==> src/rtl/dmem_mmio_responder_pkg.sv <==
// Shared constants for the data-memory responder: MMIO register offsets
// and the widths used by the address decode.
package dmem_mmio_responder_pkg;

   localparam int MMIO_OFF_W = 3;
   localparam logic [31:0] MMIO_REGS = 32'd7;

   localparam logic [MMIO_OFF_W-1:0] BTN_STAT  = 3'd0;
   localparam logic [MMIO_OFF_W-1:0] BTN_LVL   = 3'd1;
   localparam logic [MMIO_OFF_W-1:0] TIMER     = 3'd2;
   localparam logic [MMIO_OFF_W-1:0] TIMER_CMP = 3'd3;
   localparam logic [MMIO_OFF_W-1:0] IRQ       = 3'd4;
   localparam logic [MMIO_OFF_W-1:0] LED       = 3'd5;
   localparam logic [MMIO_OFF_W-1:0] SCORE     = 3'd6;

endpackage

==> src/rtl/dmem_mmio_responder_btn_edge_capture.sv <==
// Button capture: two-flop synchronizer, rising-edge detect and sticky
// press flags with write-1-to-clear (a coincident edge wins over the clear).
module btn_edge_capture #(
   parameter int NUM_BTN = 4
) (
   input  logic               clock,
   input  logic               reset,
   input  logic [NUM_BTN-1:0] btnIn,
   input  logic               clearEn,
   input  logic [NUM_BTN-1:0] clearMask,
   output logic [NUM_BTN-1:0] level,
   output logic [NUM_BTN-1:0] sticky
);

   logic [NUM_BTN-1:0] sync1Reg;
   logic [NUM_BTN-1:0] sync2Reg;
   logic [NUM_BTN-1:0] prevReg;
   logic [NUM_BTN-1:0] stickyReg;
   logic [NUM_BTN-1:0] stickyNext;

   genvar gi;
   generate
      for (gi = 0; gi < NUM_BTN; gi++) begin : gBit
         assign stickyNext[gi] = (sync2Reg[gi] & ~prevReg[gi])
                               | (stickyReg[gi] & ~(clearEn & clearMask[gi]));
      end
   endgenerate

   always_ff @(posedge clock or negedge reset) begin
      if (!reset) begin
         sync1Reg  <= '0;
         sync2Reg  <= '0;
         prevReg   <= '0;
         stickyReg <= '0;
      end else begin
         sync1Reg  <= btnIn;
         sync2Reg  <= sync1Reg;
         prevReg   <= sync2Reg;
         stickyReg <= stickyNext;
      end
   end

   assign level  = sync2Reg;
   assign sticky = stickyReg;

endmodule

==> src/rtl/dmem_mmio_responder.sv <==
// Data-memory port responder: RAM passthrough below 2^RAM_AW plus a small
// MMIO window with buttons, tick timer/compare interrupt, LEDs and score.
module dmem_mmio_responder
   import dmem_mmio_responder_pkg::*;
#(
   parameter int          RAM_AW    = 12,
   parameter logic [31:0] MMIO_BASE = 32'h0000_1000,
   parameter int          PRESCALE  = 50000,
   parameter int          NUM_BTN   = 4,
   parameter int          LED_W     = 8
) (
   input  logic              clock,
   input  logic              reset,
   input  logic [31:0]       address_dmem,
   input  logic [31:0]       data,
   input  logic              wren,
   output logic [31:0]       q_dmem,
   output logic [RAM_AW-1:0] ram_addr,
   output logic [31:0]       ram_wdata,
   output logic              ram_we,
   input  logic [31:0]       ram_q,
   input  logic [NUM_BTN-1:0] btn_in,
   output logic [LED_W-1:0]  led,
   output logic [31:0]       score,
   output logic              timer_irq
);

   localparam int PS_W = (PRESCALE > 1) ? $clog2(PRESCALE) : 1;
   localparam logic [PS_W-1:0] PS_LAST = PS_W'(PRESCALE - 1);

   logic                  inRam;
   logic                  inMmio;
   logic [31:0]           mmioOff;
   logic [MMIO_OFF_W-1:0] regOff;
   logic                  mmioWr;

   assign inRam   = (address_dmem >> RAM_AW) == 32'd0;
   assign mmioOff = address_dmem - MMIO_BASE;
   assign inMmio  = !inRam && (mmioOff < MMIO_REGS);
   assign regOff  = mmioOff[MMIO_OFF_W-1:0];
   assign mmioWr  = wren && inMmio;

   assign ram_addr  = address_dmem[RAM_AW-1:0];
   assign ram_wdata = data;
   assign ram_we    = wren && inRam;

   logic wrBtnStat, wrTimer, wrCmp, wrIrq, wrLed, wrScore;
   assign wrBtnStat = mmioWr && (regOff == BTN_STAT);
   assign wrTimer   = mmioWr && (regOff == TIMER);
   assign wrCmp     = mmioWr && (regOff == TIMER_CMP);
   assign wrIrq     = mmioWr && (regOff == IRQ);
   assign wrLed     = mmioWr && (regOff == LED);
   assign wrScore   = mmioWr && (regOff == SCORE);

   logic [NUM_BTN-1:0] btnLevel;
   logic [NUM_BTN-1:0] btnSticky;

   btn_edge_capture #(
      .NUM_BTN (NUM_BTN)
   ) uBtn (
      .clock     (clock),
      .reset     (reset),
      .btnIn     (btn_in),
      .clearEn   (wrBtnStat),
      .clearMask (data[NUM_BTN-1:0]),
      .level     (btnLevel),
      .sticky    (btnSticky)
   );

   logic [PS_W-1:0]  prescaleReg, prescaleNext;
   logic [31:0]      timerReg, timerNext;
   logic [31:0]      cmpReg, cmpNext;
   logic             irqReg, irqNext;
   logic [LED_W-1:0] ledReg, ledNext;
   logic [31:0]      scoreReg, scoreNext;
   logic             tick;

   assign tick = (prescaleReg == PS_LAST);

   // A processor write to TIMER beats a tick and never raises the compare flag.
   always_comb begin
      prescaleNext = prescaleReg + PS_W'(1);
      timerNext    = timerReg;
      cmpNext      = cmpReg;
      ledNext      = ledReg;
      scoreNext    = scoreReg;
      irqNext      = irqReg & ~(wrIrq & data[0]);
      if (tick) begin
         prescaleNext = '0;
      end
      if (wrTimer) begin
         prescaleNext = '0;
         timerNext    = data;
      end else if (tick) begin
         timerNext = timerReg + 32'd1;
         if ((timerReg + 32'd1) == cmpReg) begin
            irqNext = 1'b1;
         end
      end
      if (wrCmp) begin
         cmpNext = data;
      end
      if (wrLed) begin
         ledNext = data[LED_W-1:0];
      end
      if (wrScore) begin
         scoreNext = data;
      end
   end

   always_ff @(posedge clock or negedge reset) begin
      if (!reset) begin
         prescaleReg <= '0;
         timerReg    <= '0;
         cmpReg      <= '0;
         irqReg      <= 1'b0;
         ledReg      <= '0;
         scoreReg    <= '0;
      end else begin
         prescaleReg <= prescaleNext;
         timerReg    <= timerNext;
         cmpReg      <= cmpNext;
         irqReg      <= irqNext;
         ledReg      <= ledNext;
         scoreReg    <= scoreNext;
      end
   end

   always_comb begin
      q_dmem = '0;
      if (inRam) begin
         q_dmem = ram_q;
      end else if (inMmio) begin
         case (regOff)
            BTN_STAT:  q_dmem = 32'(btnSticky);
            BTN_LVL:   q_dmem = 32'(btnLevel);
            TIMER:     q_dmem = timerReg;
            TIMER_CMP: q_dmem = cmpReg;
            IRQ:       q_dmem = {31'd0, irqReg};
            LED:       q_dmem = 32'(ledReg);
            SCORE:     q_dmem = scoreReg;
            default:   q_dmem = '0;
         endcase
      end
   end

   assign led       = ledReg;
   assign score     = scoreReg;
   assign timer_irq = irqReg;

endmodule

==> config.mk <==
export PLATFORM = sky130hd
export DESIGN_NAME = dmem_mmio_responder
export DESIGN_NICKNAME = d
export VERILOG_FILES = /design/src/rtl/dmem_mmio_responder_pkg.sv /design/src/rtl/dmem_mmio_responder_btn_edge_capture.sv /design/src/rtl/dmem_mmio_responder.sv
export SDC_FILE = /design/constraint.sdc
export NUM_CORES = 1
export LEC_CHECK = 0
export BUFFER_PORTS_ARGS = -buffer_cell sky130_fd_sc_hd__buf_2
export CORE_AREA = 2 2 134 136
export DETAILED_ROUTE_END_ITERATION = 16
export DIE_AREA = 0 0 136 138
export GPL_ROUTABILITY_DRIVEN = 0
export PLACE_DENSITY = 0.76
export SYNTH_ARGS = -nofsm -noshare
export SYNTH_HDL_FRONTEND = slang
export SYNTH_SLANG_ARGS = --single-unit
==> constraint.sdc <==
create_clock -name clock -period 5.3 [get_ports clock]
set_clock_uncertainty 0.05 [all_clocks]
set_input_delay 0.53 -clock clock [delete_from_list [all_inputs] [get_ports clock]]
set_output_delay 0.53 -clock clock [all_outputs]
set_load 0.01 [all_outputs]
==> run_results.csv <==
group,metric,value,unit
run_status,status,"finished, final reports clean",
detailed_routing,wl,23600,um
power_and_ir_drop,switching_power,0.622,mW
synth,yosysMostFrequentCell,"dfrtp_1",
synth,synthFlopType,"dfrtp_1",
worst_setup_path,worstPathArrival,3.28,ns
timing,post-route-period-util,72.8,%
cts,cts_setup_buffers,0,
timing,fin_hold_ws,0.135,ns
worst_setup_path,cp-endpoint,"q_dmem[21]",
detailed_routing,ant_nets,0,
cts,numCtsBuffers,17,
cts,cts_root_buf,"clkbuf_16",
timing,worst_pin_slew,1.05,ns
global_routing,overflow,0,
cts,clock-sinks,137,
worst_setup_path,rr_startpoint,"timerReg[0]",
global_routing,grt_max_degree,92,
floorplan,die_area,18800,um^2
finish,final_cells,1325,
synth,ys_top_cells_by_area,"dfrtp_1 40%, mux2_2 9.5%, buf_4 4.6%",
power_and_ir_drop,ir_drop,0.221,mV
finish,utilization,57.3,%
place,dp_cells,1293,
detailed_routing,routed_via_density,5.66,
synth,yosysSeqAreaShare,40.0,%
power_and_ir_drop,combPwrFrac,7.0,%
cts,clk_pin_slew,0.06,ns
worst_setup_path,startpoint_type,"input port",
place,place_hpwl,16500,um
detailed_routing,drcViolationCount,0,
detailed_routing,drt-initial-drc-count,494,
worst_setup_path,cp_max_fo,39,
synth,async_flop_share,100,%
job,drv_cap,0,
synth,synth_top_area_share,40.0,%
worst_setup_path,worst_ep_required_time,4.72,ns
timing,maxSlewViolCount,0,
detailed_routing,num_vias,7502,
detailed_routing,drt_pass1_iterations,5,
global_routing,grt_pass1_vias,7048,
cts,cts_tree,"built",
worst_setup_path,r2r_slack,2.21,ns
cts,ctsResizeCount,0,
synth,syn-num-nets,1040,
power_and_ir_drop,p_per_area,238,nW/um^2
timing,hold_viol_final,0,
floorplan,die-width,136,um
finish,fillers,1546,
synth,yosysTopAreaCell,"dfrtp_1",
finish,antenna_cells,0,
min_path,hold_class,"input port to asynchronous set/reset pin",
synth,ys_top_cells_by_count,"137 x dfrtp_1, 102 x nor2_1, 80 x nand2_1",
global_routing,grt_pass1_wl,36900,um
finish,drive_gt1_share,31.8,%
power_and_ir_drop,p_total,2.40,mW
global_routing,antenna_found_initial,0,
synth,synth_cell_type_count,60,
place,port_buffers,220,
floorplan,row_count,49,
synth,syn-cell-area,8570,um^2
floorplan,dieHeight,138,um
synth,ys_ff_latch,137,
cts,h-tree-depth,4,
timing,finalSetupViolCount,0,
synth,syn_area_per_cell,9.17,um^2
worst_setup_path,cp-end-kind,"output port",
cts,insertion_delay,0.43,ns
timing,fin_tns_setup,0,ns
worst_setup_path,cp-startpoint,"address_dmem[2]",
worst_setup_path,r2r_end,"timer_irq",
power_and_ir_drop,clock_power_share,49.1,%
power_and_ir_drop,internal_power,1.77,mW
synth,synth_cells,935,
finish,areaGrowthSynthToFinish,17.2,%
global_routing,grt_usage,25.1,%
power_and_ir_drop,sequentialPowerShare,43.9,%
worst_setup_path,r2r_cells,9,
floorplan,start_util,48.9,%
power_and_ir_drop,swShare,26.0,%
power_and_ir_drop,p_leak,4.89,nW
timing,finalCriticalPeriod,3.86,ns
floorplan,core,17500,um^2
finish,fin_nets,1188,
synth,synth_warnings,0,
detailed_routing,wl_per_cell,17.8,um
worst_setup_path,timing.setup.critical_path_class,"input port to output port",
timing,fmax,259,MHz
cts,clock_path_buffers,2,
floorplan,io_pins,221,
synth,synth_edf_count,0,
cts,cts_hold_buf,0,
timing,slew_headroom,29.3,%
timing,grt_setup_unrepaired,"no",
==> power groups by stage <==
stage	clock network, mW	registers (mW)	logic (mW)
CTS	1.20	1.05	0.169
floorplan	0	1.07	0.0842
global route	1.24	1.05	0.185
global placement	0	1.07	0.167
detailed placement	0	1.07	0.169
finish	1.18	1.05	0.167
==> per-stage QoR <==
step | cell area [um^2] | worst slack, ns
after floorplan | 8570 | 2.51
after global placement | 9470 | 1.50
after detailed placement | 9470 | 1.46
after CTS | 10100 | 1.43
after global routing | 10100 | 1.08
final | 10100 | 1.44
==> registers in the layout, indices dropped and copies added (netlist names) <==
signal,cells
led,8
uBtn.prevReg,4
prescaleReg,16
uBtn.sticky,4
cmpReg,32
uBtn.level,4
uBtn.sync1Reg,4
timerReg,32
timer_irq,1
score,32
==> cell type report <==
type | count | area (um^2) | area share [%]
Multi-Input combinational cell | 683 | 4510 | 44.9
Sequential cell | 137 | 3430 | 34.1
Timing Repair Buffer | 230 | 1190 | 11.9
Clock buffer | 17 | 425 | 4.23
Tap cell | 229 | 287 | 2.85
Clock inverter | 15 | 154 | 1.53
Inverter | 14 | 52.6 | 0.523
==> metal layers <==
metal / share of wire (%) / GRT usage (%) / vias up / wire [um]
met3: 5.5 / 5.39 / 39 / 1310
met4: 2.0 / 7.29 / 0 / 471
met5: 0 / 0 / - / 0
li1: - / - / 3564 / -
met2: 49 / 41.9 / 294 / 11600
met1: 43 / 32.8 / 3605 / 10300
==> kinds of logic after synthesis <==
kind of cell	Yosys count	share of synthesized area [%]
adder cells (fa/ha/maj)	2	0.292
flip-flops	137	40.0
buffers and inverters	115	7.46
multiplexers	109	13.8
XOR/XNOR	74	7.56
AO/OA/AOI/OAI	169	11.3
AND/OR/NAND/NOR	329	19.6
==> how the worst min path moves through the flow <==
| stage | endpoint | depth (start not counted) | start |
|---|---|---|---|
| after floorplan | cmpReg[0] | 0 | reset |
| after global placement | uBtn.level[0] | 0 | uBtn.sync1Reg[0] |
| after detailed placement | uBtn.level[2] | 0 | uBtn.sync1Reg[2] |
| after CTS | uBtn.sync1Reg[2] | 1 | btn_in[2] |
| after global routing | uBtn.sync1Reg[1] | 1 | btn_in[1] |
| final | score[25] | 1 | reset |
==> worst max-delay path, stage by stage <==
cell	delay, ns
buf_2	0.40
inv_1	0.47
nor2_1	0.16
nor3_1	0.21
nand4_1	0.69
buf_4	0.46
o21ai_0	0.18
buf_2	0.16
==> placed cells by master, fill, tap and decap left out, types with 4 or more instances in the layout <==
| cell type | instances |
|---|---|
| nand2_1 | 80 |
| and2_1 | 4 |
| mux2_2 | 72 |
| a22oi_1 | 5 |
| o211ai_1 | 5 |
| nor3_1 | 10 |
| and3_1 | 19 |
| xor2_1 | 39 |
| a21oi_1 | 76 |
| inv_1 | 14 |
| nand2b_1 | 5 |
| a221oi_1 | 4 |
| and4_1 | 8 |
| nand4_1 | 16 |
| nand3_1 | 36 |
| xnor2_1 | 35 |
| nor2_1 | 102 |
| a22o_1 | 4 |
| inv_6 | 6 |
| mux2i_1 | 35 |
| clkbuf_16 | 17 |
| dfrtp_1 | 137 |
| nor4_1 | 15 |
| buf_4 | 9 |
| o21ai_0 | 50 |
| buf_2 | 219 |
No activity file was read; power rests on OpenSTA's default activity.
